## src/rtl/wb_data_master.sv

```systemverilog
// Wishbone classic-cycle initiator for the CPU data-memory port.
// Turns one CPU load/store request into one bus cycle and stalls the pipeline until ack.
// Optional watchdog: define WB_MASTER_TIMEOUT_EN to add the BUSY timeout counter and wb_tmo_o.
module wb_data_master #(
  parameter int unsigned AW = 32,
  parameter int unsigned DW = 32
`ifdef WB_MASTER_TIMEOUT_EN
  ,
  parameter int unsigned TIMEOUT_CYCLES = 1024
`endif
) (
  input  logic            wb_clk_i,
  input  logic            wb_rst_i,
  input  logic            cpu_ce_i,
  input  logic            cpu_we_i,
  input  logic [AW-1:0]   cpu_addr_i,
  input  logic [DW/8-1:0] cpu_sel_i,
  input  logic [DW-1:0]   cpu_data_i,
  input  logic            flush_i,
  output logic [DW-1:0]   cpu_data_o,
  output logic            stall_req_o,
  output logic            wb_cyc_o,
  output logic            wb_stb_o,
  output logic            wb_we_o,
  output logic [AW-1:0]   wb_adr_o,
  output logic [DW/8-1:0] wb_sel_o,
  output logic [DW-1:0]   wb_dat_o,
`ifdef WB_MASTER_TIMEOUT_EN
  output logic            wb_tmo_o,
`endif
  input  logic [DW-1:0]   wb_dat_i,
  input  logic            wb_ack_i
);

  typedef enum logic [1:0] {
    S_IDLE = 2'd0,
    S_BUSY = 2'd1,
    S_DONE = 2'd2
  } state_e;

  state_e state_q;
  logic   flush_pend_q;
  logic   ack_ok;
  logic   flush_seen;

`ifdef WB_MASTER_TIMEOUT_EN
  localparam int unsigned CNT_W = ($clog2(TIMEOUT_CYCLES) > 10) ? $clog2(TIMEOUT_CYCLES) : 10;
  logic [CNT_W-1:0] tmo_cnt_q;
  logic             tmo_q;
  assign wb_tmo_o = tmo_q;
`endif

  // An ack only counts while our strobe is up; a flush this cycle or earlier discards the result
  assign ack_ok     = wb_ack_i & wb_stb_o;
  assign flush_seen = flush_pend_q | flush_i;

  // Stall is raised in the request cycle itself so the MEM stage holds; forced low in reset
  always_comb begin
    stall_req_o = 1'b0;
    unique case (state_q)
      S_IDLE:  stall_req_o = cpu_ce_i & ~flush_i;
      S_BUSY:  stall_req_o = 1'b1;
      default: stall_req_o = 1'b0;
    endcase
    if (!wb_rst_i) stall_req_o = 1'b0;
  end

  // Access sequencer: IDLE accepts, BUSY holds the bus until ack, DONE presents load data
  always_ff @(posedge wb_clk_i or negedge wb_rst_i) begin
    if (!wb_rst_i) begin
      state_q      <= S_IDLE;
      flush_pend_q <= 1'b0;
      cpu_data_o   <= '0;
      wb_cyc_o     <= 1'b0;
      wb_stb_o     <= 1'b0;
      wb_we_o      <= 1'b0;
      wb_adr_o     <= '0;
      wb_sel_o     <= '0;
      wb_dat_o     <= '0;
`ifdef WB_MASTER_TIMEOUT_EN
      tmo_cnt_q    <= '0;
      tmo_q        <= 1'b0;
`endif
    end else begin
`ifdef WB_MASTER_TIMEOUT_EN
      tmo_q <= 1'b0;
`endif
      unique case (state_q)
        S_IDLE: begin
          if (cpu_ce_i && !flush_i) begin
            wb_adr_o <= cpu_addr_i;
            wb_sel_o <= cpu_sel_i;
            wb_we_o  <= cpu_we_i;
            wb_dat_o <= cpu_data_i;
            wb_cyc_o <= 1'b1;
            wb_stb_o <= 1'b1;
            state_q  <= S_BUSY;
`ifdef WB_MASTER_TIMEOUT_EN
            tmo_cnt_q <= '0;
`endif
          end
        end
        S_BUSY: begin
          if (ack_ok) begin
            wb_cyc_o     <= 1'b0;
            wb_stb_o     <= 1'b0;
            wb_we_o      <= 1'b0;
            flush_pend_q <= 1'b0;
            if (flush_seen) begin
              state_q <= S_IDLE;
            end else begin
              state_q <= S_DONE;
              if (!wb_we_o) cpu_data_o <= wb_dat_i;
            end
`ifdef WB_MASTER_TIMEOUT_EN
          end else if (tmo_cnt_q == CNT_W'(TIMEOUT_CYCLES - 1)) begin
            // Give up on a dead responder so the pipeline never hangs
            wb_cyc_o     <= 1'b0;
            wb_stb_o     <= 1'b0;
            wb_we_o      <= 1'b0;
            flush_pend_q <= 1'b0;
            tmo_q        <= 1'b1;
            state_q      <= S_DONE;
            if (!wb_we_o) cpu_data_o <= DW'(32'hDEAD_BEEF);
          end else begin
            tmo_cnt_q <= tmo_cnt_q + CNT_W'(1);
            if (flush_i) flush_pend_q <= 1'b1;
`else
          end else begin
            if (flush_i) flush_pend_q <= 1'b1;
`endif
          end
        end
        S_DONE: begin
          state_q <= S_IDLE;
        end
        default: begin
          state_q <= S_IDLE;
        end
      endcase
    end
  end

endmodule
```

## config.mk

```make
export PLATFORM = sky130hd
export DESIGN_NAME = wb_data_master
export DESIGN_NICKNAME = d
export VERILOG_FILES = /design/src/rtl/wb_data_master.sv
export SDC_FILE = /design/constraint.sdc
export NUM_CORES = 1
export LEC_CHECK = 0
export ABC_AREA = 1
export CAP_MARGIN = 20
export CORE_MARGIN = 4
export CORE_UTILIZATION = 43
export CTS_CLUSTER_DIAMETER = 80
export DETAILED_ROUTE_END_ITERATION = 10
export GPL_TIMING_DRIVEN = 0
export PLACE_DENSITY = 0.86
export RECOVER_POWER = 25
export SETUP_SLACK_MARGIN = 0.05
export SLEW_MARGIN = 20
export SYNTH_ARGS = -nofsm -noshare
export SYNTH_HDL_FRONTEND = slang
export SYNTH_SLANG_ARGS = --single-unit
```

## constraint.sdc

```tcl
create_clock -name wb_clk_i -period 3.3 [get_ports wb_clk_i]
set_input_delay 0.495 -clock wb_clk_i [delete_from_list [all_inputs] [get_ports wb_clk_i]]
set_output_delay 0.495 -clock wb_clk_i [all_outputs]
set_load 0.005 [all_outputs]
```

==> impl_metrics.tcl <==
set metrics [dict create \
    grt_overflow 0 \
    gp_congestion 0.802 \
    netlist_area_um2 4050 \
    grt_max_degree 56 \
    hold_violations 0 \
    drive_gt1_share_pct 5.56 \
    fmax_mhz 394 \
    post_cts_buffers 0 \
    crit_chain "clkdlybuf4s50_1 > inv_1 > nand3_2 > a21boi_0 > clkdlybuf4s50_1" \
    final_max_slew_viol_count 0 \
    fin_tns_setup_ns 0 \
    arrival_ns 2.05 \
    fill_cells 669 \
    slew-limit-headroom_pct 66.3 \
    fin_util_pct 70.8 \
    power_frac_comb_pct 6.9 \
    clk_latency_ns 0.35 \
    syn_inst 458 \
    fp.dieW_um 105 \
    fp-row-count 35 \
    io_pins 210 \
    antenna_found_initial 0 \
    dr.pass1.iters 4 \
    routed.top_layer "met4" \
    switchingPower_uw 477 \
    period_needed_ns 2.54 \
    critPathMaxFanout 10 \
    dp_hpwl_um 9090 \
    worst_path_largest_cell_delay_ns 0.55 \
    grt_pass1_vias 3967 \
    grt_setup_unrepaired "false" \
    vdd_drop_max_mv 0.281 \
    synth_cell_type_count 14 \
    yosysWarnings 0 \
    cp_common_cell "clkdlybuf4s50_1" \
    clk_pin_slew_ns 0.11 \
    setup_viol 0 \
    swShare_pct 21.2 \
    drc 0 \
    htree_levels 3 \
    wl_met3_um 927 \
    ctsHoldBuffers 0 \
    required_ns 2.80 \
    reg2reg_slack_ns 1.82 \
    crit_path_end_kind "output pin" \
    grt_pass1_wl_um 19300 \
    wl_met1_um 4620 \
    syn_nets 564 \
    crit_start "flush_i" \
    ff2ff_path_depth 7 \
    layout_commonest_cell "nand2_1" \
    grtUsageTotal_pct 21.6 \
    cts_resized 0 \
    die_h_um 105 \
    maxCapViolations 0 \
    syn_area_per_cell_um2 8.83 \
    cts_buffers 9 \
    vias_per_cell 4.74 \
    critPathKind "input port to output pin" \
    hp-class "input port to asynchronous set/reset pin" \
    via_count 3768 \
    fin_cells 795 \
    dp_cells 779 \
    status "completed" \
    p_int_mw 1.78 \
    diodes 0 \
    layout_common_cells "nand2_1 (278), clkdlybuf4s50_1 (208), dfrtp_1 (105)" \
    cts_root_buf "clkbuf_8" \
    hold-worst-slack_ns 0.0719 \
    drt_iter0_markers 223 \
    cts.sinks 105 \
    critPathLaunchType "input port" \
    wl_met2_um 5710 \
    die_area_um2 11000 \
    clock_path_buffers 2 \
    reg2reg_from "state_q[1]$_DFFE_PN0P_" \
    wire_per_inst_um 14.5 \
    pwr-share-seq_pct 57.1 \
    reg2reg_to "wb_adr_o[21]$_DFFE_PN0P_" \
    cts_tree "done" \
    pwr-share-clk_pct 36.0 \
    crit_slowest_cell "clkdlybuf4s50_1" \
    seq_area_frac_synth_pct 64.9 \
    drt_wl_total_um 11600 \
    portBuffers 209 \
    worstMarginPinSlew_ns 0.506 \
    fin_crit_sh_pct 77.0 \
    power_density_nw_per_um2 346 \
    core-area_um2 9200 \
    endpoint "stall_req_o" \
    ant_nets 0 \
    fin_nets 785 \
    fin_skew_ns 0.0165 \
    p_leak_nw 3.36 \
    area_delta_synth_final_pct 60.9 \
    initial_utilization_pct 44.0 \
    ys_ff_latch 105 \
]
worst max-delay path, delay by kind of cell:
kind | cells | cell delay [ns]
buffers and inverters | 3 | 1.05
AO/OA/AOI/OAI | 1 | 0.24
AND/OR/NAND/NOR | 1 | 0.26
power groups by stage:
stage / logic, mW / clock network (mW) / registers, mW
after global routing: 0.167 / 0.882 / 1.29
after detailed placement: 0.157 / 0 / 1.31
final: 0.156 / 0.811 / 1.29
after floorplan: 0.00119 / 0 / 1.31
after global placement: 0.151 / 0 / 1.31
after CTS: 0.158 / 0.836 / 1.29
registers in the layout, indices dropped and copies added (netlist names):
signal        flops
cpu_data_o       32
wb_adr_o         32
wb_dat_o         32
wb_sel_o          4
state_q           2
flush_pend_q      1
wb_stb_o          1
wb_we_o           1
cell usage after synthesis:
| cell type | count | area [µm²] |
|---|---|---|
| nor2_1 | 6 | 22.5 |
| buf_6 | 2 | 22.5 |
| clkbuf_1 | 6 | 22.5 |
| nor2_2 | 1 | 6.26 |
| dfrtp_1 | 105 | 2630 |
| buf_2 | 15 | 75.1 |
| inv_1 | 6 | 22.5 |
| buf_4 | 1 | 7.51 |
| a21boi_0 | 1 | 7.51 |
| inv_2 | 1 | 3.75 |
| nand3_2 | 1 | 10.0 |
| nand3_1 | 34 | 170 |
| nand2_1 | 278 | 1040 |
| o21ai_0 | 1 | 5.00 |
layout make-up:
cell class / count / area (µm²) / share of cell area (%)
flip-flops and latches: 105 / 2630 / 40.4
repair buffers: 210 / 2120 / 32.6
multi-input cells: 322 / 1260 / 19.4
clock buffers: 11 / 141 / 2.17
well taps: 111 / 139 / 2.13
plain buffers: 24 / 128 / 1.96
clock inverters: 5 / 63.8 / 0.980
inverters: 7 / 26.3 / 0.404
per-layer routing:
metal	track usage (%)	vias up
li1	-	1837
met1	25.2	1749
met2	37.8	159
met3	6.11	23
met4	7.69	0
met5	0	-
cells by family after synthesis:
| logic type | after synthesis | synth area share, % |
|---|---|---|
| simple gates | 320 | 31.0 |
| compound gates | 2 | 0.309 |
| buf+inv | 31 | 3.80 |
| flops | 105 | 64.9 |
stage by stage:
stage                     cell area, µm²  power [mW]  worst slack (ns)
final                               6510        2.25             0.760
after floorplan                     4050        1.31              1.88
after detailed placement            6310        1.47             0.749
after CTS                           6510        2.28             0.740
after global routing                6510        2.34             0.602
after global placement              6280        1.46             -2.38
how the worst min path moves through the flow:
stage / slack, ns / to / from
after global placement: 0.45 / cpu_data_o[23]$_DFFE_PN0P_ / cpu_data_o[23]$_DFFE_PN0P_
after floorplan: 0.20 / cpu_data_o[0]$_DFFE_PN0P_ / wb_rst_i
after CTS: 0.08 / cpu_data_o[10]$_DFFE_PN0P_ / wb_rst_i
final: 0.07 / cpu_data_o[10]$_DFFE_PN0P_ / wb_rst_i
after global routing: 0.1 / cpu_data_o[10]$_DFFE_PN0P_ / wb_rst_i
after detailed placement: 0.46 / cpu_data_o[19]$_DFFE_PN0P_ / cpu_data_o[19]$_DFFE_PN0P_
Power figures use the tool's default switching activity.
